**src/rtl/mc_ctrl_if.sv**
```systemverilog
// ALU-operation / control bundle between the main controller and the datapath.
// master: controller (consumes Instr/Zero, drives enables, selects and ALUOp).
// slave : datapath   (drives Instr/Zero, consumes the control outputs).
interface mc_ctrl_if #(
  parameter int unsigned W_OP = 4
);
  logic [31:0]     Instr;
  logic            Zero;
  logic            IRWr;
  logic            PCWr;
  logic [1:0]      NPCSel;
  logic            RegWr;
  logic [1:0]      RegDst;
  logic [1:0]      WDSel;
  logic            MemWr;
  logic [W_OP-1:0] ALUOp;
  logic            ALUSrc;
  logic            ExtOp;
  logic [2:0]      State;

  modport master (
    input  Instr, Zero,
    output IRWr, PCWr, NPCSel, RegWr, RegDst, WDSel, MemWr,
           ALUOp, ALUSrc, ExtOp, State
  );

  modport slave (
    output Instr, Zero,
    input  IRWr, PCWr, NPCSel, RegWr, RegDst, WDSel, MemWr,
           ALUOp, ALUSrc, ExtOp, State
  );
endinterface

```
**src/rtl/mc_ctrl.sv**
```systemverilog
// Multi-cycle MIPS main controller.
// Ports: clk, reset (sync, active-high), bus (mc_ctrl_if.master):
//   Instr/Zero in; IRWr, PCWr, NPCSel, RegWr, RegDst, WDSel, MemWr,
//   ALUOp, ALUSrc, ExtOp, State out.
// Write enables are Moore outputs of the state and are forced low while
// reset is high; decode outputs are combinational from Instr (and Zero for
// beq's NPCSel).
module mc_ctrl #(
  parameter int unsigned W_OP = 4
) (
  input  logic       clk,
  input  logic       reset,
  mc_ctrl_if.master  bus
);

  localparam logic [5:0] OP_RTYPE = 6'h00;
  localparam logic [5:0] OP_ORI   = 6'h0D;
  localparam logic [5:0] OP_LUI   = 6'h0F;
  localparam logic [5:0] OP_LW    = 6'h23;
  localparam logic [5:0] OP_SW    = 6'h2B;
  localparam logic [5:0] OP_BEQ   = 6'h04;
  localparam logic [5:0] OP_J     = 6'h02;
  localparam logic [5:0] OP_JAL   = 6'h03;
  localparam logic [5:0] FN_ADDU  = 6'h21;
  localparam logic [5:0] FN_SUBU  = 6'h23;
  localparam logic [5:0] FN_JR    = 6'h08;

  localparam logic [W_OP-1:0] ALU_AND = W_OP'(0);
  localparam logic [W_OP-1:0] ALU_OR  = W_OP'(1);
  localparam logic [W_OP-1:0] ALU_ADD = W_OP'(2);
  localparam logic [W_OP-1:0] ALU_SUB = W_OP'(3);
  localparam logic [W_OP-1:0] ALU_LUI = W_OP'(4);

  typedef enum logic [2:0] {
    FETCH  = 3'd0,
    DECODE = 3'd1,
    EXEC   = 3'd2,
    ALUWB  = 3'd3,
    MEM    = 3'd4,
    MEMWB  = 3'd5
  } state_t;

  typedef enum logic [3:0] {
    K_ADDU, K_SUBU, K_JR, K_ORI, K_LUI, K_LW, K_SW, K_BEQ, K_J, K_JAL, K_UNK
  } kind_t;

  state_t          state_q, state_d;
  kind_t           kind;
  logic [5:0]      op, funct;
  logic            irwr, pcwr, regwr, memwr;
  logic [1:0]      npcsel, regdst, wdsel;
  logic [W_OP-1:0] aluop;
  logic            alusrc, extop;
  logic            unused_instr_bits;

  assign op    = bus.Instr[31:26];
  assign funct = bus.Instr[5:0];
  assign unused_instr_bits = ^bus.Instr[25:6];

  // Instruction classification
  always_comb begin
    kind = K_UNK;
    case (op)
      OP_RTYPE: begin
        case (funct)
          FN_ADDU: kind = K_ADDU;
          FN_SUBU: kind = K_SUBU;
          FN_JR:   kind = K_JR;
          default: kind = K_UNK;
        endcase
      end
      OP_ORI:  kind = K_ORI;
      OP_LUI:  kind = K_LUI;
      OP_LW:   kind = K_LW;
      OP_SW:   kind = K_SW;
      OP_BEQ:  kind = K_BEQ;
      OP_J:    kind = K_J;
      OP_JAL:  kind = K_JAL;
      default: kind = K_UNK;
    endcase
  end

  // Datapath selects, independent of state
  always_comb begin
    aluop  = ALU_AND;
    alusrc = 1'b0;
    extop  = 1'b0;
    regdst = 2'd0;
    wdsel  = 2'd0;
    npcsel = 2'd0;
    case (kind)
      K_ADDU: begin aluop = ALU_ADD; regdst = 2'd1; end
      K_SUBU: begin aluop = ALU_SUB; regdst = 2'd1; end
      K_ORI:  begin aluop = ALU_OR;  alusrc = 1'b1; end
      K_LUI:  begin aluop = ALU_LUI; alusrc = 1'b1; end
      K_LW:   begin aluop = ALU_ADD; alusrc = 1'b1; extop = 1'b1; wdsel = 2'd1; end
      K_SW:   begin aluop = ALU_ADD; alusrc = 1'b1; extop = 1'b1; end
      K_BEQ:  begin aluop = ALU_SUB; extop = 1'b1; npcsel = {1'b0, bus.Zero}; end
      K_J:    npcsel = 2'd2;
      K_JAL:  begin npcsel = 2'd2; regdst = 2'd2; wdsel = 2'd2; end
      K_JR:   npcsel = 2'd3;
      default: ;
    endcase
  end

  // State register
  always_ff @(posedge clk) begin
    if (reset) state_q <= FETCH;
    else       state_q <= state_d;
  end

  // Next state and per-state write enables
  always_comb begin
    state_d = FETCH;
    irwr    = 1'b0;
    pcwr    = 1'b0;
    regwr   = 1'b0;
    memwr   = 1'b0;
    case (state_q)
      FETCH: begin
        irwr    = 1'b1;
        state_d = DECODE;
      end
      DECODE: begin
        case (kind)
          K_J, K_JR, K_UNK: pcwr = 1'b1;
          K_JAL: begin pcwr = 1'b1; regwr = 1'b1; end
          default: state_d = EXEC;
        endcase
      end
      EXEC: begin
        case (kind)
          K_ADDU, K_SUBU, K_ORI, K_LUI: state_d = ALUWB;
          K_LW, K_SW:                   state_d = MEM;
          K_BEQ:                        pcwr = 1'b1;
          default: ;
        endcase
      end
      ALUWB: begin
        regwr = 1'b1;
        pcwr  = 1'b1;
      end
      MEM: begin
        if (kind == K_SW) begin
          memwr = 1'b1;
          pcwr  = 1'b1;
        end else if (kind == K_LW) begin
          state_d = MEMWB;
        end
      end
      MEMWB: begin
        regwr = 1'b1;
        pcwr  = 1'b1;
      end
      default: state_d = FETCH;
    endcase
  end

  // Reset suppresses every write so an abandoned instruction leaves no trace
  assign bus.IRWr   = irwr  & ~reset;
  assign bus.PCWr   = pcwr  & ~reset;
  assign bus.RegWr  = regwr & ~reset;
  assign bus.MemWr  = memwr & ~reset;
  assign bus.NPCSel = npcsel;
  assign bus.RegDst = regdst;
  assign bus.WDSel  = wdsel;
  assign bus.ALUOp  = aluop;
  assign bus.ALUSrc = alusrc;
  assign bus.ExtOp  = extop;
  assign bus.State  = state_q;

endmodule
```
**src/flat_wrapper.sv**
```systemverilog
// flat-port wrapper written by rule: the top's interface ports become plain ports
module mc_ctrl_flat 
#(
  parameter int unsigned W_OP = 4
)
  (clk, reset, bus_Instr, bus_Zero, bus_IRWr, bus_PCWr, bus_NPCSel, bus_RegWr, bus_RegDst, bus_WDSel, bus_MemWr, bus_ALUOp, bus_ALUSrc, bus_ExtOp, bus_State);
  mc_ctrl_if #(.W_OP(W_OP)) bus_i ();
  input  logic clk;
  input  logic reset;
  input wire logic [$bits(bus_i.Instr)-1:0] bus_Instr;
  input wire logic [$bits(bus_i.Zero)-1:0] bus_Zero;
  output wire logic [$bits(bus_i.IRWr)-1:0] bus_IRWr;
  output wire logic [$bits(bus_i.PCWr)-1:0] bus_PCWr;
  output wire logic [$bits(bus_i.NPCSel)-1:0] bus_NPCSel;
  output wire logic [$bits(bus_i.RegWr)-1:0] bus_RegWr;
  output wire logic [$bits(bus_i.RegDst)-1:0] bus_RegDst;
  output wire logic [$bits(bus_i.WDSel)-1:0] bus_WDSel;
  output wire logic [$bits(bus_i.MemWr)-1:0] bus_MemWr;
  output wire logic [$bits(bus_i.ALUOp)-1:0] bus_ALUOp;
  output wire logic [$bits(bus_i.ALUSrc)-1:0] bus_ALUSrc;
  output wire logic [$bits(bus_i.ExtOp)-1:0] bus_ExtOp;
  output wire logic [$bits(bus_i.State)-1:0] bus_State;
  assign bus_i.Instr = bus_Instr;
  assign bus_i.Zero = bus_Zero;
  assign bus_IRWr = bus_i.IRWr;
  assign bus_PCWr = bus_i.PCWr;
  assign bus_NPCSel = bus_i.NPCSel;
  assign bus_RegWr = bus_i.RegWr;
  assign bus_RegDst = bus_i.RegDst;
  assign bus_WDSel = bus_i.WDSel;
  assign bus_MemWr = bus_i.MemWr;
  assign bus_ALUOp = bus_i.ALUOp;
  assign bus_ALUSrc = bus_i.ALUSrc;
  assign bus_ExtOp = bus_i.ExtOp;
  assign bus_State = bus_i.State;
  mc_ctrl #(.W_OP(W_OP)) u_core (.clk(clk), .reset(reset), .bus(bus_i));
endmodule
```
**config.mk**
```make
export PLATFORM = sky130hd
export DESIGN_NAME = mc_ctrl_flat
export DESIGN_NICKNAME = d
export VERILOG_FILES = /design/src/rtl/mc_ctrl_if.sv /design/src/rtl/mc_ctrl.sv /design/src/flat_wrapper.sv
export SDC_FILE = /design/constraint.sdc
export NUM_CORES = 1
export LEC_CHECK = 0
export BUFFER_PORTS_ARGS = -buffer_cell sky130_fd_sc_hd__clkbuf_2
export CAP_MARGIN = 40
export CORE_MARGIN = 2
export CORE_UTILIZATION = 33
export CTS_CLUSTER_DIAMETER = 100
export DETAILED_ROUTE_END_ITERATION = 8
export GPL_ROUTABILITY_DRIVEN = 0
export PLACE_DENSITY = 0.83
export SYNTH_ARGS = -nofsm -noshare
export SYNTH_HDL_FRONTEND = slang
export SYNTH_SLANG_ARGS = --single-unit
```
**constraint.sdc**
```tcl
create_clock -name clk -period 2.6 [get_ports clk]
set_input_delay 0.52 -clock clk [delete_from_list [all_inputs] [get_ports clk]]
set_output_delay 0.52 -clock clk [all_outputs]
set_load 0.02 [all_outputs]
```
==> impl_metrics.ini <==
[power]
combPwrFrac_pct = 36.7
ir_drop_mv = 0.137
p_leak_nw = 0.414
power.share.switching_pct = 35.1
seq_power_share_pct = 22.9
power_density_mw_per_mm2 = 276
p_int_uw = 145
p_clk_share_pct = 40.4
p_sw_uw = 78.5

[final_layout]
final_common_cell = clkbuf_2
layout.cells.most_common_list = clkbuf_2, buf_4, nand2_1
diodes = 0
area_growth_pct = 69.5
largest_reg_flops = 3
layout.nets = 151
drive_above_1_share_pct = 53.9

[route]
ant_nets = 0
routed-via-count = 717
wl_per_cell_um = 13.5
dr.pass1.iters = 4
avgViaCountPerCell = 5.52
wirelength_um = 1750
drc = 0
drt_iter0_drc = 26

[sta]
whs_ps = 579
clock.fmax_ghz = 0.372
slew_viol_final = 0
finalHoldViolCount = 0
period_needed_ps = 2690
period_share_pct = 103
setup_slack_ps = -87.6
clock_skew_ps = 11.1
grt_setup_unrepaired = yes
finalSetupViolCount = 2

[placement]
io_buffers = 32
hpwlAfterDp_um = 1150
pre_cts_ws_ps = -64.0

[grt]
grt.overflow.total = 0
antenna_found_initial = 0
busiest_layer = met2
gr-usage-met3_pct = 3.88
met2_usage_pct = 33.4
grt_max_degree = 13
grtUsageMet1_pct = 21.5
grt_use_total_pct = 20.0
grt_pass1_vias = 632
grt_pass1_wl_um = 2660

[logic_synthesis]
syn_inst = 69
ys_seq_area_share_pct = 12.5
ys_ff_latch = 3
synth_cell_types = 33
syn_area_um2 = 479
yosysWarnings = 0
syn-num-nets = 104
syn_avg_cell_area_um2 = 6.95

[setup_path]
crit_fanout = 5
critPathLaunchType = input port
arrival_ps = 2170
rr_worst_depth = 3
critPathCaptureType = output port
worstSetupPathType = in -> out
required_ps = 2080

[die]
die-area_mm2 = 0.00177
dieHeight_um = 42.1
die_w_um = 42.1
row_count = 13
core_area_mm2 = 0.00133
io_pins = 54
start_util_pct = 35.9

[cts]
postCtsHoldBufs = 0
clkLatencyLatePin_ps = 250
cts-root-buf = clkbuf_4
cts.path.max_buffers = 2
tritoncts = done
numCtsBuffers = 3
cts_htree_levels = 1
clock-sinks = 3
clkTransAtPathRegs_ps = 50

[outcome]
failed_checks = negative setup slack
outcome = complete, but fails checks

[run]
drv_cap = 0

[worst_hold_path]
hold_depth = 2
min_path_type = in -> reg
## power by group through the flow
stage	registers (mW)	logic (mW)	clock network, mW
4_1_cts	0.0512	0.0787	0.0873
2_1_floorplan	0.0527	0.0385	0
6_report	0.0514	0.0822	0.0904
3_5_place_dp	0.0520	0.0698	0
5_1_grt	0.0516	0.0885	0.0919
3_3_place_gp	0.0519	0.0680	0
## Yosys cell counts, drive strengths merged
cell type | n | area share [%]
o211ai | 1 | 1.6
and3b | 1 | 1.8
nand2b | 1 | 1.3
nor2 | 6 | 4.7
a2111oi | 2 | 7.6
nor4b | 2 | 3.7
nor3b | 1 | 1.6
nand3 | 3 | 3.1
nor3 | 5 | 5.2
a21boi | 1 | 1.6
xnor2 | 1 | 1.8
nand2 | 7 | 5.5
nor4 | 3 | 3.9
inv | 3 | 2.3
a22oi | 1 | 1.6
or4 | 3 | 6.3
buf | 4 | 6.5
a32o | 1 | 2.1
and3 | 1 | 2.3
o21ai | 3 | 3.1
nand4b | 1 | 1.8
o22ai | 2 | 2.6
a21o | 2 | 3.1
dfxtp | 3 | 13
conb | 1 | 0.78
nand3b | 2 | 3.1
clkbuf | 3 | 2.3
a21oi | 2 | 2.1
nor2b | 3 | 3.9
## through the flow
| stage | std cells | power [mW] | area, um2 | setup TNS, ps | util [%] |
|---|---|---|---|---|---|
| after floorplan | 69 | 0.0912 | 493 | 0 | - |
| after global placement | 118 | 0.120 | 697 | -39.4 | 52.3 |
| after detailed placement | 118 | 0.122 | 697 | -64.0 | 52.3 |
| after CTS | 131 | 0.217 | 797 | 0 | 59.8 |
| after global routing | 130 | 0.232 | 812 | -154 | 60.9 |
| final | 130 | 0.224 | 812 | -143 | 60.9 |
## what timing repair did
action	in CTS	in global routing
setup buffers	9	1
pin swaps	3	3
endpoints found under the setup margin	1	2
gates resized for setup	2	7
## per-layer routing
metal,wire length [um],share of wire (%),vias up
met5,0,0,-
li1,-,-,346
met3,157,9.0,9
met2,835,48,43
met1,687,39,319
met4,73,4.2,0
## critical path, cell delays in order
cell	delay, ps
buf_6	90
or4_4	530
or4_4	540
o211ai_1	170
o22ai_2	160
buf_6	160
## worst paths after layout
check,start,slack (ps),to
hold reg to reg,u_core.bus.State[0]$_SDFF_PP0_,640,u_core.bus.State[0]$_SDFF_PP0_
setup / recovery,bus_Instr[28],-90,bus_PCWr
setup reg to reg,u_core.bus.State[1]$_SDFF_PP0_,1370,u_core.bus.State[2]$_SDFF_PP0_
hold / removal,reset,580,u_core.bus.State[0]$_SDFF_PP0_
## cell families after synthesis
kind of cell / synth area share, %
simple gates: 48.3
compound gates: 25.3
other cells: 0.783
xor+xnor: 1.83
flops: 12.5
buf+inv: 11.2
## layout make-up
class | instances | area, um2
inverter | 3 | 11.3
fill | 120 | 522
timing repair buffer | 49 | 307
multi-input combinational | 56 | 389
tap | 15 | 18.8
clock buffer | 4 | 26.3
sequential | 3 | 60.1
Power figures use the tool's default switching activity.
